[config.mk]
export PLATFORM = sky130hd
export DESIGN_NAME = mul4_vec_scorer
export DESIGN_NICKNAME = d
export VERILOG_FILES = /design/src/rtl/mul4_pkg.sv /design/src/rtl/mul4_seq_mult.sv /design/src/rtl/mul4_vec_scorer.sv
export SDC_FILE = /design/constraint.sdc
export NUM_CORES = 1
export LEC_CHECK = 0
export BUFFER_PORTS_ARGS = -buffer_cell sky130_fd_sc_hd__clkbuf_2
export CAP_MARGIN = 20
export CORE_MARGIN = 5
export CORE_UTILIZATION = 61
export CTS_CLUSTER_DIAMETER = 80
export DETAILED_ROUTE_END_ITERATION = 16
export PLACE_DENSITY_LB_ADDON = 0.15
export SYNTH_ARGS = -nofsm -noshare
export SYNTH_HDL_FRONTEND = slang
export SYNTH_SLANG_ARGS = --single-unit
[constraint.sdc]
create_clock -name clk -period 12.85 [get_ports clk]
set_input_delay 0.6425 -clock clk [delete_from_list [all_inputs] [get_ports clk]]
set_output_delay 0.6425 -clock clk [all_outputs]
set_load 0.05 [all_outputs]
[src/rtl/mul4_pkg.sv]
// Shared types and constants for the mul4 candidate scoring harness.
package mul4_pkg;

    typedef logic [15:0] word_t;
    typedef logic [63:0] dword_t;

    typedef enum logic [2:0] {
        IDLE,
        DRIVE,
        CAPTURE,
        MULT,
        COMPARE,
        DONE
    } state_e;

    // Taps 63, 62, 60, 59 of the left-shifting Fibonacci LFSR
    localparam dword_t LFSR_TAPS  = 64'hD800_0000_0000_0000;
    localparam int     MULT_STEPS = 32;

    function automatic dword_t lfsr_step(input dword_t s);
        return {s[62:0], ^(s & LFSR_TAPS)};
    endfunction

endpackage

[src/rtl/mul4_seq_mult.sv]
// 32x32 -> 64 radix-2 shift-add multiplier; one multiplier bit per cycle.
module mul4_seq_mult
    import mul4_pkg::*;
(
    input  logic        clk,
    input  logic        rst,
    input  logic        load,
    input  logic [31:0] a,
    input  logic [31:0] b,
    output logic        valid,
    output dword_t      prod
);

    logic        busy;
    logic [5:0]  cnt;
    dword_t      mcand;
    logic [31:0] mplier;

    always_ff @(posedge clk or posedge rst) begin
        if (rst) begin
            busy <= 1'b0;
            cnt  <= '0;
        end else if (load) begin
            busy <= 1'b1;
            cnt  <= '0;
        end else if (busy) begin
            cnt <= cnt + 6'd1;
            if (cnt == 6'(MULT_STEPS - 1))
                busy <= 1'b0;
        end
    end

    always_ff @(posedge clk) begin
        if (load) begin
            prod   <= '0;
            mcand  <= {32'd0, a};
            mplier <= b;
        end else if (busy) begin
            if (mplier[0])
                prod <= prod + mcand;
            mcand  <= mcand << 1;
            mplier <= mplier >> 1;
        end
    end

    // High during the final step; prod is complete on the following cycle
    assign valid = busy && (cnt == 6'(MULT_STEPS - 1));

endmodule

[src/rtl/mul4_vec_scorer.sv]
// Fitness harness: drives a mul4 candidate from an LFSR and counts result bits matching a golden product.
// Optional MUL4_SCORER_SIGNED_EN scores against the signed 32x32 product instead of the unsigned one.
module mul4_vec_scorer
    import mul4_pkg::*;
#(
    parameter int          N_VECTORS = 64,
    parameter logic [63:0] LFSR_SEED = 64'h0123_4567_89AB_CDEF,
    parameter int          SCORE_W   = $clog2(N_VECTORS*64+1)
) (
    input  logic               clk,
    input  logic               rst,
    input  logic               start,
    output logic               busy,
    output logic               done,
    output logic [SCORE_W-1:0] score,
    output logic [15:0]        a1,
    output logic [15:0]        a0,
    output logic [15:0]        b1,
    output logic [15:0]        b0,
    input  logic [15:0]        y3,
    input  logic [15:0]        y2,
    input  logic [15:0]        y1,
    input  logic [15:0]        y0
);

    localparam int     VC_W     = (N_VECTORS > 1) ? $clog2(N_VECTORS) : 1;
    localparam dword_t SEED_EFF = (LFSR_SEED == 64'd0) ? 64'd1 : LFSR_SEED;

    state_e          state, state_nxt;
    dword_t          lfsr, cand, prod, golden;
    logic [VC_W-1:0] vec_cnt;
    logic            last_vec, mult_load, mult_valid;
    logic [31:0]     mul_a, mul_b;

    function automatic logic [6:0] popcount64(input dword_t v);
        logic [6:0] c;
        c = '0;
        for (int i = 0; i < 64; i++)
            c = c + {6'd0, v[i]};
        return c;
    endfunction

    always_ff @(posedge clk or posedge rst) begin
        if (rst) state <= IDLE;
        else     state <= state_nxt;
    end

    always_comb begin
        state_nxt = state;
        case (state)
            IDLE:    if (start) state_nxt = DRIVE;
            DRIVE:   state_nxt = CAPTURE;
            CAPTURE: state_nxt = MULT;
            MULT:    if (mult_valid) state_nxt = COMPARE;
            COMPARE: state_nxt = last_vec ? DONE : DRIVE;
            DONE:    state_nxt = IDLE;
            default: state_nxt = IDLE;
        endcase
    end

    assign busy      = (state != IDLE);
    assign done      = (state == DONE);
    assign last_vec  = (vec_cnt == VC_W'(N_VECTORS - 1));
    assign mult_load = (state == CAPTURE);

    always_ff @(posedge clk or posedge rst) begin
        if (rst) begin
            lfsr             <= SEED_EFF;
            vec_cnt          <= '0;
            score            <= '0;
            {a1, a0, b1, b0} <= '0;
        end else begin
            case (state)
                IDLE: if (start) begin
                    lfsr    <= SEED_EFF;
                    vec_cnt <= '0;
                    score   <= '0;
                end
                DRIVE:   {a1, a0, b1, b0} <= lfsr;
                COMPARE: begin
                    score   <= score + SCORE_W'(popcount64(~(cand ^ golden)));
                    lfsr    <= lfsr_step(lfsr);
                    vec_cnt <= vec_cnt + VC_W'(1);
                end
                default: ;
            endcase
        end
    end

    // Operands were registered a full cycle earlier, so the candidate has settled
    always_ff @(posedge clk) begin
        if (state == CAPTURE)
            cand <= {y3, y2, y1, y0};
    end

`ifdef MUL4_SCORER_SIGNED_EN
    logic signed [31:0] op_a, op_b;
    logic               neg;

    assign op_a   = {a1, a0};
    assign op_b   = {b1, b0};
    assign mul_a  = op_a[31] ? $unsigned(-op_a) : $unsigned(op_a);
    assign mul_b  = op_b[31] ? $unsigned(-op_b) : $unsigned(op_b);
    // Operands hold steady through COMPARE, so the sign can be taken live
    assign neg    = op_a[31] ^ op_b[31];
    assign golden = neg ? -prod : prod;
`else
    assign mul_a  = {a1, a0};
    assign mul_b  = {b1, b0};
    assign golden = prod;
`endif

    mul4_seq_mult u_mult (
        .clk   (clk),
        .rst   (rst),
        .load  (mult_load),
        .a     (mul_a),
        .b     (mul_b),
        .valid (mult_valid),
        .prod  (prod)
    );

endmodule

## Word-level counts from Yosys, hierarchy flattened

Index checks and enable logic that the tools add are counted.

- Add/subtract/negate cells: 67
- $mul: 0
- Divide/modulo/power cells: 0
- Order comparisons: 0
- Eq/ne operators: 9
- Shift-type cells: 0
- Multiplexer cells: 19
- Bitwise operators: 2
- Reductions and logical operators: 9

Operators with widths:

| kind | number |
|---|---|
| adder 7 x 1 -> 7 bit | 57 |
| 2-to-1 mux 32 bit | 4 |
| one-hot mux 64 bit (2 select lines) | 1 |
| adder 64 bit | 1 |
| 2-to-1 mux 64 bit | 1 |
| NOT 64 bit | 1 |
| XOR reduction 64 bit | 1 |
| XOR 64 bit | 1 |
| one-hot mux 13 bit (2 select lines) | 1 |
| 2-to-1 mux 6 bit | 3 |
| one-hot mux 3 bit (5 select lines) | 1 |
| adder 13 x 7 -> 13 bit | 1 |
| 2-to-1 mux 13 bit | 1 |
| adder 6 x 1 -> 6 bit (second input constant) | 2 |
| one-hot mux 6 bit (2 select lines) | 1 |
| 2-to-1 mux 3 bit | 3 |
| adder 6 x 1 -> 7 bit | 1 |
| adder 5 x 1 -> 6 bit | 1 |
| equality test 3 x 2 -> 1 bit (second input constant) | 2 |
| equality test 3 bit (second input constant) | 2 |
| equality test 6 x 5 -> 1 bit (second input constant) | 1 |
| equality test 6 bit (second input constant) | 1 |
| AND reduction 2 bit | 3 |
| adder 4 x 1 -> 5 bit | 1 |
| 10 further kinds | 14 |

- Register bits: 381
- Bits in latches: 0
- Memory bits (writable): 0
- ROM bits: 0
- Input bits: 67
- Output and inout bits: 79
- Logic and storage cells: 121
- Memories: 0

## Depth between registers and ports, before layout

Gate-level depths: netlist (run 1).

- Word-level depth: 67
- Depth in mapped cells: 27

## By module

From an unflattened synthesis (run 1), not the netlist that was laid out.

- Cells, all modules: 1,721
- Area, all modules: 19,922.9 um2

Modules (own cells, without submodules):

| module | times used | cells each | area an instance (um2) |
|---|---|---|---|
| mul4_vec_scorer | 1 | 690 | 10,128.5 |
| mul4_seq_mult | 1 | 1,031 | 9,794.4 |

## Worst setup path after synthesis (run 1)

No wires, ideal clock.

- Path type: register -> register
- Start: register score[0]
- End: register score[12]
- Setup time: 148 ps
- Data arrival time: 6,851 ps
- Setup slack: 5,852 ps
- Stages on the path, launching flop included: 23
- Cell sequence: dfrtp_1 fa_1 inv_1 fa_1 fa_1 fa_1 fa_1 fa_1 fa_1 fa_1 fa_1 fa_1 nor2b_1 o21ai_0 nand2b_1 a21o_1 a21o_1 a21o_1 a21o_1 a21oi_1 nor2_1 nand3_1 mux2i_1

- Longest elaborated chain between the ends: 2

RTL lines:

| what | RTL line | RTL |
|---|---|---|
| start: declaration | mul4_vec_scorer.sv:15 | `output logic [SCORE_W-1:0] score,` |
| start signal: assignment | mul4_vec_scorer.sv:81 | `score <= score + SCORE_W'(popcount64(~(cand ^ golden)));` |
| adder 13 x 7 -> 13 bit | mul4_vec_scorer.sv:81 |  |
| one-hot mux 13 bit (2 select lines) | mul4_vec_scorer.sv:73 | `case (state)` |

Every way passes these cells.
A chain may end at the register's enable or synchronous reset.

## Final worst setup path (run 1)

- Start: register cand[38]
- End: register score[11]

- Longest elaborated chain between the ends: 30

RTL lines:

| what | RTL line | RTL |
|---|---|---|
| start: declaration | mul4_vec_scorer.sv:30 | `dword_t lfsr, cand, prod, golden;` |
| start signal: assignment | mul4_vec_scorer.sv:93 | `cand <= {y3, y2, y1, y0};` |
| XOR 64 bit | mul4_vec_scorer.sv:81 |  |
| NOT 64 bit | mul4_vec_scorer.sv:81 |  |
| adder 7 x 1 -> 7 bit (26 in series) | mul4_vec_scorer.sv:39 | `c = c + {6'd0, v[i]};` |
| adder 13 x 7 -> 13 bit | mul4_vec_scorer.sv:81 |  |
| one-hot mux 13 bit (2 select lines) | mul4_vec_scorer.sv:73 |  |

Every way passes these cells.

==> results.py, run 1 <==
metrics = {
    "route": {
        "drt_iter0_drc": 1087,
        "drt.antenna.violating_nets": 0,
        "route.detailed.drc": 0,
        "num_vias": 14200,
        "drt-wirelength-per-cell_um": 19.5,
        "firstDrtPassIters": 8,
        "avgViaCountPerCell": 5.81,
        "totalWireLength_um": 47500,
    },
    "cts": {
        "cts_inserted_buffers": 41,
        "clock_sink_count": 381,
        "post_cts_buffers": 0,
        "clk_transition_reported_paths_ps": 60,
        "clock_latency_on_the_worst_skew_pair_ps": 570,
        "post_cts_hold_buffer_count": 0,
        "ctsResizeCount": 0,
        "cts-root-to-sink-buffers": 3,
        "cts_tree": "done",
        "root_buffer": "clkbuf_16",
        "ctsHtreeMaxLevel": 2,
    },
    "placed_design": {
        "buffer_ports.inserted": 145,
        "hpwlAfterDp_um": 34100,
        "gpl.final_weighted_congestion": 0.921,
    },
    "timing": {
        "drv_slew": 0,
        "setup_viol_count_final": 0,
        "final-hold-violation-count": 0,
        "finalCritPeriodShare_pct": 56.6,
        "max-slew-margin-rel_pct": 42.1,
        "grt_setup_unrepaired": "false",
        "max_freq_mhz": 137,
        "fin_worst_skew_ps": 21.6,
        "finalSetupTns_ps": 0,
        "period_needed_ps": 7280,
        "worst-slew-pin-transition_ps": 866,
    },
    "grt": {
        "global_route.overflow_total": 0,
        "grt_pass1_wl_um": 76200,
        "grt_pass1_vias": 14100,
        "grt_max_degree": 107,
        "grt_antenna_before_repair": 3,
        "gr-usage-all-layers_pct": 26.4,
    },
    "synthesis": {
        "synthesis.area_per_instance_um2": 10.6,
        "synthesis.area_um2": 19800,
        "mappedNetlistNets": 2079,
        "postSynth.topFlopCell": "edfxtp_1",
        "synth-edff-count": 128,
        "async_flop_share_pct": 41.2,
        "synthCells": 1862,
        "synthDistinctLibCells": 71,
        "yosysWarningCount": 0,
        "number_of_flip_flops_and_latches_in_the_synthesized_netlist": 381,
        "synth-seq-area-share_pct": 49.1,
    },
    "finish": {
        "final_common_cell": "nand2_1",
        "antennaDiodeCount": 0,
        "nNetsFinal": 2184,
        "layout-drive-gt1-share_pct": 17.2,
        "layout.cells.most_common_list": "nand2_1 (345), clkbuf_2 (145), edfxtp_1 (128)",
        "layout-area-overhead-vs-synth_pct": 12.2,
    },
    "critical_path": {
        "cp-start-kind": "register",
        "worstPathArrival_ps": 7710,
        "path_max_fanout": 4,
        "worst_ep_required_time_ps": 13280,
        "setup.worst_path.end_class": "register",
        "timing.setup.critical_path_class": "reg2reg",
    },
    "floorplanning": {
        "placeableCoreArea_um2": 32300,
        "placement_rows": 66,
        "design.portCount": 146,
        "die_area_um2": 36200,
        "die_w_um": 190,
        "dieHeight_um": 190,
        "initial_core_util_pct": 61.4,
    },
    "status": {
        "status": "complete, no violations",
    },
    "flow_run": {
        "drv_cap": 0,
    },
    "worst_hold_path": {
        "hold_path.class": "in2async",
    },
}
cell families after synthesis:
logic type / share of synthesized area, %
AND/OR/NAND/NOR: 11.5
AO/OA/AOI/OAI: 13.1
flip-flops: 49.1
buffers and inverters: 3.19
adder cells (fa/ha/maj): 11.6
XOR/XNOR: 5.96
multiplexers: 5.51
flip-flops by register name, summed over array words and instances (netlist names):
name           flops
score             13
a1                16
u_mult.cnt         6
lfsr              64
u_mult.busy        1
u_mult.mcand      64
u_mult.mplier     32
cand              64
vec_cnt            6
a0                16
b1                16
u_mult.prod       64
state              3
b0                16
final timing paths:
| kind | start | end | slack [ps] | cells after the start |
|---|---|---|---|---|
| worst max-delay path | cand[38] | score[11] | 5570 | 25 |
| worst min-delay path | rst | vec_cnt[1] | 240 | 2 |
| worst max register to register | cand[38] | score[11] | 5570 | 25 |
| worst min register to register | score[12] | score[12] | 480 | 1 |
| max in group asynchronous | rst | u_mult.busy | 11250 | 3 |
| min in group clk | y3[11] | cand[59] | 250 | 1 |
per-stage QoR:
step	util [%]	instances	cell area (µm²)	worst slack, ps	hold slack [ps]
floorplan	-	1862	19800	5850	448
global placement	64.6	2366	20900	5660	467
detailed placement	64.6	2366	20900	5580	474
CTS	68.9	2441	22300	5560	228
global route	68.9	2441	22300	5200	233
finish	68.9	2441	22300	5570	237
final cells by class:
type | instances | area [µm²]
repair buffers | 158 | 823
clock buffers | 60 | 1210
clock inverters | 15 | 173
fillers | 2454 | 10000
well taps | 442 | 553
flip-flops and latches | 381 | 9740
multi-input cells | 1314 | 9490
inverters | 71 | 277
Yosys cell counts, types with 3 or more instances:
cell,count,share of area (%)
or3_1,7,0.22
xor2_1,73,3.2
buf_2,5,0.13
and3_1,3,0.095
xnor2_1,62,2.7
dfstp_2,32,4.2
o21ai_0,73,1.8
a31oi_1,7,0.22
mux2_2,65,3.7
o211ai_1,4,0.15
nand2_1,346,6.6
nand4b_1,3,0.13
nor2b_1,6,0.19
nand3_1,18,0.45
nor3_1,10,0.25
a21oi_1,126,3.2
o21ai_1,6,0.15
nor2_1,89,1.7
a21o_1,34,1.3
nand2b_1,11,0.35
nand4_1,25,0.79
o21a_1,7,0.27
edfxtp_1,128,19
a221oi_1,3,0.13
dfxtp_1,96,9.7
o22a_1,31,1.4
a211oi_1,7,0.27
o21bai_1,20,0.76
ha_1,93,5.9
dfrtp_1,125,16
or4_1,3,0.11
buf_1,12,0.23
inv_1,71,1.3
o31ai_1,4,0.15
a22o_1,33,1.5
mux2i_1,36,1.8
and2_1,7,0.22
clkbuf_1,79,1.5
a41oi_1,4,0.18
fa_1,57,5.8
per-layer routing:
layer / wire length [µm] / up-vias / GRT usage (%)
li1: - / 6719 / -
met1: 20200 / 6911 / 35.8
met2: 22100 / 427 / 42.2
met3: 3240 / 114 / 5.71
met4: 2050 / 6 / 10.1
met5: 41 / - / 0
worst max-delay path, cell delays in order, from the launching register on:
cell	delay, ps
edfxtp_1	380
xnor2_1	200
fa_1	480
fa_1	480
fa_1	590
inv_1	70
fa_1	530
inv_1	50
fa_1	520
fa_1	450
fa_1	550
inv_1	60
fa_1	630
inv_1	70
ha_1	280
nor2b_1	120
o21ai_0	140
nand2b_1	110
a21o_1	190
a21o_1	200
a21o_1	180
a21o_1	190
a21o_1	170
a21oi_1	280
or4_1	160
nand3_1	70
Power of run 1 is not shown: default switching activity piles up to over one toggle a cycle in this logic, so the estimate is an artifact.
==> run 2: changes to the inputs <==
- CORE_UTILIZATION: 61 -> 55
- clock period: 12.85 -> 6.48 ns (I/O delays scaled with it)
==> run 2 against run 1 <==
Non-clock buffer count increased by 119. The run now ends with setup timing left. Count of clock-buffer cells in the layout unchanged. Via count increased by 3.1%. Sequential share of layout area decreased by 2.4 points.
==> results.py, run 2 (synthesized netlist as in run 1, its figures left out) <==
metrics = {
    "cts": {
        "cts_inserted_buffers": 43,
        "clk_transition_reported_paths_ps": 60,
        "clock_latency_on_the_worst_skew_pair_ps": 580,
        "clock_sink_count": 381,
        "cts-root-to-sink-buffers": 3,
        "ctsHtreeMaxLevel": 2,
        "root_buffer": "clkbuf_16",
        "cts_tree": "done",
    },
    "timing": {
        "postLayoutSetupSlackWorst_ps": -445,
        "max_freq_mhz": 144,
        "period_needed_ps": 6920,
        "worst-slew-pin-transition_ps": 965,
        "fin_worst_skew_ps": 32.2,
        "finalCritPeriodShare_pct": 107,
        "setup_viol_count_final": 7,
        "drv_slew": 0,
        "final-hold-violation-count": 0,
        "max-slew-margin-rel_pct": 35.6,
        "grt_setup_unrepaired": "true",
    },
    "floorplanning": {
        "initial_core_util_pct": 55.7,
        "die_w_um": 200,
        "design.portCount": 146,
        "die_area_um2": 39900,
        "placement_rows": 69,
        "placeableCoreArea_um2": 35600,
        "dieHeight_um": 200,
    },
    "grt": {
        "grt_pass1_wl_um": 81000,
        "global_route.overflow_total": 0,
        "grt_antenna_before_repair": 1,
        "grt_max_degree": 107,
        "gr-usage-all-layers_pct": 25.7,
        "grt_pass1_vias": 14900,
    },
    "route": {
        "firstDrtPassIters": 6,
        "num_vias": 14600,
        "route.detailed.drc": 0,
        "drt_iter0_drc": 946,
        "drt.antenna.violating_nets": 0,
        "drt-wirelength-per-cell_um": 19.8,
        "totalWireLength_um": 51100,
        "avgViaCountPerCell": 5.65,
    },
    "critical_path": {
        "reg2reg_slack_ps": -440,
        "cp-start-kind": "register",
        "path_max_fanout": 2,
        "reg2reg_from": "cand[40]",
        "worstPathArrival_ps": 7360,
        "r2r_end": "score[12]",
        "timing.setup.critical_path_class": "reg2reg",
        "ff2ff_path_depth": 24,
        "setup.worst_path.end_class": "register",
        "worst_ep_required_time_ps": 6910,
    },
    "flow_run": {
        "drv_cap": 0,
    },
    "worst_hold_path": {
        "holdPathStages": 3,
        "hold_path.startpoint": "start",
        "worst_hold_path.endpoint": "state[0]",
        "hold_path.class": "in2reg",
    },
    "finish": {
        "layout-area-overhead-vs-synth_pct": 18.7,
        "final_common_cell": "nand2_1",
        "layout-drive-gt1-share_pct": 19.9,
        "nNetsFinal": 2305,
        "fillCellCount": 2869,
        "summed_area_of_non_filler_cells_in_the_final_layout_um2": 23500,
        "layout.cells.most_common_list": "nand2_1 (345), clkbuf_2 (145), edfxtp_1 (128)",
    },
    "status": {
        "status": "finished with violations",
        "violated_checks": "setup timing",
    },
    "placed_design": {
        "dpl_cell_area_um2": 21300,
        "buffer_ports.inserted": 145,
        "hpwlAfterDp_um": 35600,
        "gpl.final_weighted_congestion": 0.954,
    },
}
==> run 2: worst max path at each step <==
stage,slack (ps),depth (start not counted),from,endpoint
6_report,-440,24,cand[40],score[12]
5_1_grt,-710,25,cand[26],score[10]
4_1_cts,-420,24,cand[40],score[10]
3_5_place_dp,-440,24,cand[40],score[12]
3_3_place_gp,-380,25,cand[22],score[12]
2_1_floorplan,-90,24,cand[20],score[12]
==> run 2: per-layer routing <==
| layer | global-route usage [%] | wire length (µm) | vias up | part of all wire [%] |
|---|---|---|---|---|
| met5 | 0 | 0 | - | 0 |
| met1 | 35.3 | 22500 | 7170 | 44 |
| li1 | - | - | 6938 | - |
| met2 | 41.5 | 23800 | 395 | 47 |
| met4 | 10.2 | 2130 | 0 | 4.2 |
| met3 | 4.18 | 2580 | 115 | 5.1 |
==> run 2: repair_timing <==
item	4_1_cts	5_1_grt
pin swaps	6	1
hold buffers	65	0
setup endpoints to repair	7	8
buffers inserted	3	2
gates resized for setup	8	8
hold endpoints to repair	70	0
==> run 2: critical path, cell delays in order (launching register included) <==
cell,delay [ps]
edfxtp_1,420
xor2_2,170
fa_1,580
inv_2,50
fa_2,530
inv_2,40
fa_2,520
fa_2,470
fa_2,600
fa_1,440
fa_1,520
fa_1,430
fa_2,390
fa_2,380
nor2b_1,130
o21ai_1,80
nand2b_1,100
a21o_1,130
a21o_1,140
a21o_1,120
a21o_1,120
a21oi_1,70
nor2_1,130
nand3_1,110
mux2i_1,140
==> run 2: metrics by stage <==
| stage | hold WS (ps) | setup WS (ps) | utilization (%) | std cells | TNS, ps |
|---|---|---|---|---|---|
| after CTS | 125 | -422 | 66.0 | 2582 | -1960 |
| after global routing | 170 | -706 | 66.1 | 2585 | -3850 |
| after floorplan | 423 | -85.3 | - | 1862 | -96.6 |
| after detailed placement | 474 | -439 | 59.8 | 2434 | -1580 |
| after global placement | 460 | -382 | 59.8 | 2434 | -1370 |
| final | 164 | -445 | 66.1 | 2585 | -2080 |
==> run 2: layout make-up <==
class | instances | area [µm²] | area share, %
flip-flops and latches | 381 | 9740 | 41.4
multi-input cells | 1314 | 9550 | 40.6
repair buffers | 277 | 1880 | 7.99
clock buffers | 60 | 1220 | 5.19
well taps | 461 | 577 | 2.45
clock inverters | 20 | 289 | 1.23
inverters | 71 | 277 | 1.18
diodes | 1 | 2.50 | 0.0106
Power of run 2 is left out for the same reason.
